**config.mk**
```make
export PLATFORM = sky130hd
export DESIGN_NAME = fpf_rx_decoder_12_flat
export DESIGN_NICKNAME = d
export VERILOG_FILES = /design/src/rtl/fpf_rx_decoder_12_if.sv /design/src/rtl/fpf_rx_decoder_12.sv /design/src/flat_wrapper.sv
export SDC_FILE = /design/constraint.sdc
export NUM_CORES = 1
export LEC_CHECK = 0
export ABC_AREA = 1
export BUFFER_PORTS_ARGS = -buffer_cell sky130_fd_sc_hd__buf_2
export CAP_MARGIN = 20
export CORE_UTILIZATION = 45
export DETAILED_ROUTE_END_ITERATION = 10
export PLACE_DENSITY = 0.75
export REMOVE_ABC_BUFFERS = 1
export SKIP_LAST_GASP = 1
export SLEW_MARGIN = 25
export SYNTH_ARGS = -nofsm -noshare
export SYNTH_HDL_FRONTEND = slang
export SYNTH_SLANG_ARGS = --single-unit
```
**constraint.sdc**
```tcl
create_clock -name clock -period 1.5 [get_ports clock]
set_clock_uncertainty 0.1 [all_clocks]
set_input_delay 0.225 -clock clock [delete_from_list [all_inputs] [get_ports clock]]
set_output_delay 0.225 -clock clock [all_outputs]
set_load 0.005 [all_outputs]
```
**src/rtl/fpf_rx_decoder_12_if.sv**
```systemverilog
// Codeword-in / decoded-result-out bundle for the 12-TSV FPF receive decoder.
// master = codeword source and result consumer, slave = decoder.
interface fpf_rx_decoder_12_if #(
  parameter int DATA_W = 9,
  parameter int CNT_W  = 16
);
  logic [11:0]       tsv_in;
  logic              in_valid;
  logic              in_ready;
  logic [DATA_W-1:0] data_out;
  logic              fpf_err;
  logic              out_valid;
  logic              out_ready;
  logic [CNT_W-1:0]  err_count;

  modport master (
    output tsv_in, in_valid, out_ready,
    input  in_ready, data_out, fpf_err, out_valid, err_count
  );

  modport slave (
    input  tsv_in, in_valid, out_ready,
    output in_ready, data_out, fpf_err, out_valid, err_count
  );
endinterface

```
**src/rtl/fpf_rx_decoder_12.sv**
```systemverilog
// Serial Fibonacci (FNS) decoder for 12-wire FPF codewords, with forbidden-pattern
// detection and a saturating link-health counter of violating codewords.
module fpf_rx_decoder_12 #(
  parameter int DATA_W = 9,
  parameter int CNT_W  = 16
) (
  input logic                clock,
  input logic                reset,
  fpf_rx_decoder_12_if.slave bus
);

  typedef enum logic [1:0] {
    IDLE  = 2'd0,
    ACCUM = 2'd1,
    DONE  = 2'd2
  } state_t;

  localparam logic [CNT_W-1:0] CNT_MAX = {CNT_W{1'b1}};
  localparam logic [CNT_W-1:0] CNT_ONE = {{(CNT_W-1){1'b0}}, 1'b1};

  state_t            state_r;
  state_t            next_state_s;
  logic [11:0]       shift_r;
  logic [3:0]        idx_r;
  logic [DATA_W-1:0] acc_r;
  logic              flag_r;
  logic [DATA_W-1:0] data_out_r;
  logic              fpf_err_r;
  logic              out_valid_r;
  logic [CNT_W-1:0]  err_count_r;

  function automatic logic [DATA_W-1:0] fib_weight(input logic [3:0] idx);
    logic [DATA_W-1:0] w;
    case (idx)
      4'd0:    w = DATA_W'(8'd1);
      4'd1:    w = DATA_W'(8'd1);
      4'd2:    w = DATA_W'(8'd2);
      4'd3:    w = DATA_W'(8'd3);
      4'd4:    w = DATA_W'(8'd5);
      4'd5:    w = DATA_W'(8'd8);
      4'd6:    w = DATA_W'(8'd13);
      4'd7:    w = DATA_W'(8'd21);
      4'd8:    w = DATA_W'(8'd34);
      4'd9:    w = DATA_W'(8'd55);
      4'd10:   w = DATA_W'(8'd89);
      4'd11:   w = DATA_W'(8'd144);
      default: w = '0;
    endcase
    return w;
  endfunction

  // An isolated 1 or 0 between two opposite neighbours is the crosstalk worst case.
  function automatic logic fpf_violation(input logic [11:0] word);
    logic v;
    v = 1'b0;
    for (int j = 0; j < 10; j++) begin
      if ((word[j +: 3] == 3'b010) || (word[j +: 3] == 3'b101)) begin
        v = 1'b1;
      end else begin
        v = v;
      end
    end
    return v;
  endfunction

  assign bus.in_ready  = (state_r == IDLE) && !reset;
  assign bus.data_out  = data_out_r;
  assign bus.fpf_err   = fpf_err_r;
  assign bus.out_valid = out_valid_r;
  assign bus.err_count = err_count_r;

  // State register.
  always_ff @(posedge clock) begin
    if (reset) begin
      state_r <= IDLE;
    end else begin
      state_r <= next_state_s;
    end
  end

  // Next-state decode; DONE only releases once the result has actually been handed over.
  always_comb begin
    next_state_s = state_r;
    case (state_r)
      IDLE: begin
        if (bus.in_valid) next_state_s = ACCUM;
        else              next_state_s = IDLE;
      end
      ACCUM: begin
        if (idx_r == 4'd11) next_state_s = DONE;
        else                next_state_s = ACCUM;
      end
      DONE: begin
        if (out_valid_r && bus.out_ready) next_state_s = IDLE;
        else                              next_state_s = DONE;
      end
      default: next_state_s = IDLE;
    endcase
  end

  // Capture, serial accumulation, output staging and violation counting.
  always_ff @(posedge clock) begin
    if (reset) begin
      shift_r     <= 12'd0;
      idx_r       <= 4'd0;
      acc_r       <= '0;
      flag_r      <= 1'b0;
      data_out_r  <= '0;
      fpf_err_r   <= 1'b0;
      out_valid_r <= 1'b0;
      err_count_r <= '0;
    end else begin
      case (state_r)
        IDLE: begin
          if (bus.in_valid) begin
            shift_r <= bus.tsv_in;
            idx_r   <= 4'd0;
            acc_r   <= '0;
            flag_r  <= fpf_violation(bus.tsv_in);
          end
        end
        ACCUM: begin
          if (shift_r[0]) begin
            acc_r <= acc_r + fib_weight(idx_r);
          end
          shift_r <= {1'b0, shift_r[11:1]};
          idx_r   <= idx_r + 4'd1;
          if ((idx_r == 4'd11) && flag_r && (err_count_r != CNT_MAX)) begin
            err_count_r <= err_count_r + CNT_ONE;
          end
        end
        DONE: begin
          // First DONE cycle stages the finished sum; it then holds through any stall.
          if (!out_valid_r) begin
            out_valid_r <= 1'b1;
            data_out_r  <= acc_r;
            fpf_err_r   <= flag_r;
          end else if (bus.out_ready) begin
            out_valid_r <= 1'b0;
            fpf_err_r   <= 1'b0;
          end
        end
        default: begin
          out_valid_r <= 1'b0;
        end
      endcase
    end
  end

endmodule

```
**src/flat_wrapper.sv**
```systemverilog
// flat-port wrapper written by rule: the top's interface ports become plain ports
module fpf_rx_decoder_12_flat 
#(
  parameter int DATA_W = 9,
  parameter int CNT_W  = 16
)
  (clock, reset, bus_tsv_in, bus_in_valid, bus_out_ready, bus_in_ready, bus_data_out, bus_fpf_err, bus_out_valid, bus_err_count);
  fpf_rx_decoder_12_if #(.DATA_W(DATA_W), .CNT_W(CNT_W)) bus_i ();
  input logic clock;
  input logic reset;
  input wire logic [$bits(bus_i.tsv_in)-1:0] bus_tsv_in;
  input wire logic [$bits(bus_i.in_valid)-1:0] bus_in_valid;
  input wire logic [$bits(bus_i.out_ready)-1:0] bus_out_ready;
  output wire logic [$bits(bus_i.in_ready)-1:0] bus_in_ready;
  output wire logic [$bits(bus_i.data_out)-1:0] bus_data_out;
  output wire logic [$bits(bus_i.fpf_err)-1:0] bus_fpf_err;
  output wire logic [$bits(bus_i.out_valid)-1:0] bus_out_valid;
  output wire logic [$bits(bus_i.err_count)-1:0] bus_err_count;
  assign bus_i.tsv_in = bus_tsv_in;
  assign bus_i.in_valid = bus_in_valid;
  assign bus_i.out_ready = bus_out_ready;
  assign bus_in_ready = bus_i.in_ready;
  assign bus_data_out = bus_i.data_out;
  assign bus_fpf_err = bus_i.fpf_err;
  assign bus_out_valid = bus_i.out_valid;
  assign bus_err_count = bus_i.err_count;
  fpf_rx_decoder_12 #(.DATA_W(DATA_W), .CNT_W(CNT_W)) u_core (.clock(clock), .reset(reset), .bus(bus_i));
endmodule
```
==> out/qor.txt <==
run status: complete, but fails checks
violated checks: setup timing
HPWL Detailed: 6.395 mm
Routed wire per std cell: 15.27 um
Net Sw Frac: 27.75%
number of CTS-inserted buffers: 9
Initial Utilization: 46.67%
WS Path Type: flop to flop
clock net sink count: 63
max layer used: met4
detailed-router iteration count before antenna repair: 5
Worst Path Max Fanout: 3
total of fill cells in the finished design: 539
fraction of layout instances using a drive strength above 1: 40.38%
Seq pwr share: 46.7%
Pleak: 2.317 nW
cts-stage hold buffer count: 0
Slew Limit Fails: 0
portion of the post-synthesis area used by sequential elements: 37.06%
# port buffers: 43
power per standard cell area: 723.4 nW/um^2
RSZ-0062 raised after global routing: yes
htree depth: 3
final core area utilization: 70.40%
number of distinct library cell variants in the gate-level netlist after synthesis: 36
mean number of vias per cell: 5.373
global routing usage summed across all routing layers: 24.09%
most frequent cells in the layout: nand2_1 (126), buf_4 (67), inv_1 (60)
fmax: 0.5942 GHz
Finished Cell Area: 5134 um^2
Gate power share: 11.6%
startpoint type of the worst setup path: flop
share of the clock period used by the worst path after layout: 112.2%
initial antenna violation count: 1
type of the tightest min-delay check: input pin to flop
Worst Max-Slew Pin Slew: 0.3106 ns
most common library cell in the layout ignoring fill and taps: nand2_1
area of the die: 7915 um^2
Period minus WS final: 1.683 ns
die extent in x: 88.97 um
drt initial violations: 247
Detail Route Antenna Nets: 0
synthesized area divided by synthesized cell count: 6.686 um^2
buffer cell driving the clock tree root: clkbuf_8
largest net degree at the start of global routing: 25
TritonCTS clock tree: yes
met3 routed wirelength: 709 um
clock-pin slew of the registers on the worst-case setup and hold paths: 0.08 ns
TNS Setup: -2.217 ns
count of nets after finishing: 665
CP Data Arrival Time: 1.84 ns
flip-flop cell with the highest count after synthesis: dfxtp_1
share of async-settable or async-resettable flops after synthesis: 0%
Final Total Pwr: 3.714 mW
post-synthesis sequential element count: 63
total I/O pin count: 44
pre-CTS setup slack: -0.1451 ns
Yosys Warn Count: 0
DR WL met2: 5.559 mm
Clock Power Share: 41.7%
final routed wirelength across all metal layers: 11.28 mm
Critical Path End Type: flop
total internal power: 2.683 mW
clock latency on the worst-skew pair: 0.35 ns
total count of hold-check failures in the final report: 0
Row Count: 31
headroom to the max-slew limit: 79.29%
worst voltage drop across the vdd grid: 0.5355 mV
final count of negative-setup-slack endpoints: 26
count of max-cap constraint violations: 0
weighted congestion reported at the end of routability-driven placement: 0.8718
wire length of the first global-routing pass: 14.65 mm
post-detailed-route DRC marker count: 0
final worst-path setup slack: -0.1831 ns
placed cell areas: 4156 um^2
vias in the first global route: 3292
number of synthesized flops with an enable pin: 0
Die Height: 88.97 um
wl on met1: 4.442 mm
overall overflow remaining after global route: 0
Mapped Area: 3403 um^2
total via count after detailed routing: 3971
Critical Path RT: 1.65 ns
maximum clock path buffer count: 2
synthesis-to-finish area growth: 50.85%
standard cell core area: 7292 um^2
synthesized netlist cell count: 509
total net switching power: 1.031 mW
Yosys cell counts (3+ instances only):
| cell | number | area, um^2 |
|---|---|---|
| dfxtp_1 | 63 | 1261 |
| nand2_1 | 149 | 559.3 |
| ha_1 | 14 | 175.2 |
| nor2_4 | 4 | 45.04 |
| a21oi_1 | 46 | 230.2 |
| a22oi_1 | 7 | 52.55 |
| clkbuf_1 | 6 | 22.52 |
| inv_1 | 68 | 255.2 |
| nand4_1 | 8 | 50.05 |
| inv_2 | 5 | 18.77 |
| o21ai_0 | 24 | 120.1 |
| buf_2 | 3 | 15.01 |
| xor2_1 | 3 | 26.28 |
| nand3_1 | 36 | 180.2 |
| nor3_1 | 3 | 15.01 |
| nor2_1 | 43 | 161.4 |
| nand2_2 | 4 | 25.02 |
kinds of logic (layout without fill, tap and decap cells):
logic type | count (synthesis) | after routing | share of synthesized area (%)
compound gates | 87 | 87 | 14.12
xor+xnor | 3 | 3 | 0.7722
fa+ha+maj | 15 | 15 | 5.735
buf+inv | 86 | 216 | 10.04
flops | 63 | 63 | 37.06
other cells | 0 | 1 | 0
simple gates | 255 | 255 | 32.28
critical path: stages (launching register included):
cell	delay [ns]
dfxtp_2	0.37
ha_4	0.16
inv_2	0.04
fa_2	0.33
inv_2	0.10
a21oi_2	0.07
inv_1	0.08
nand2_1	0.06
nand2_2	0.08
nand3_1	0.09
nand2_1	0.08
nor2_1	0.03
area by class of cell:
| class | instances | area (um^2) | area share [%] |
|---|---|---|---|
| timing repair buffer | 125 | 918.4 | 17.89 |
| clock inverter | 7 | 80.08 | 1.560 |
| multi-input combinational | 360 | 2298 | 44.77 |
| inverter | 74 | 296.5 | 5.776 |
| sequential | 63 | 1285 | 25.03 |
| tap | 99 | 123.9 | 2.413 |
| timing repair inverter | 1 | 5.005 | 0.09749 |
| clock buffer | 9 | 123.9 | 2.413 |
| antenna | 1 | 2.502 | 0.04874 |
power groups by stage:
stage / Clock (mW) / Combinational [mW] / Sequential (mW)
global placement: 0 / 0.295 / 1.76
CTS: 1.56 / 0.344 / 1.73
finish: 1.55 / 0.431 / 1.73
global route: 1.64 / 0.465 / 1.74
detailed placement: 0 / 0.301 / 1.76
floorplan: 0 / 0.152 / 1.76
per-stage QoR:
stage	hold WS (ns)	cells
6_report	0.04045	739
5_1_grt	0.07493	738
4_1_cts	0.03518	725
3_5_place_dp	0.3531	701
3_3_place_gp	0.3484	701
2_1_floorplan	0.1941	497
final timing paths:
check	depth (start not counted)	slack (ns)	endpoint	startpoint
hold reg to reg	2	0.36	u_core.bus.data_out[8]	u_core.bus.data_out[8]
setup / recovery	11	-0.18	u_core.acc_r[8]	flop
setup reg to reg	11	-0.18	u_core.acc_r[8]	flop
hold / removal	3	0.04	u_core.shift_r[11]	bus_tsv_in[11]
routing by layer:
metal	vias to the layer above	global-route usage (%)
li1	1891	-
met1	1839	29.73
met2	181	41.12
met3	60	5.540
met4	0	9.091
met5	-	0
timing repair:
action	4_1_cts	5_1_grt
pin swaps	8	48
endpoints found under the setup margin	35	49
resized for setup	30	121
cloned	1	2
buffers inserted	7	13
(Power assumes the default switching activity.)
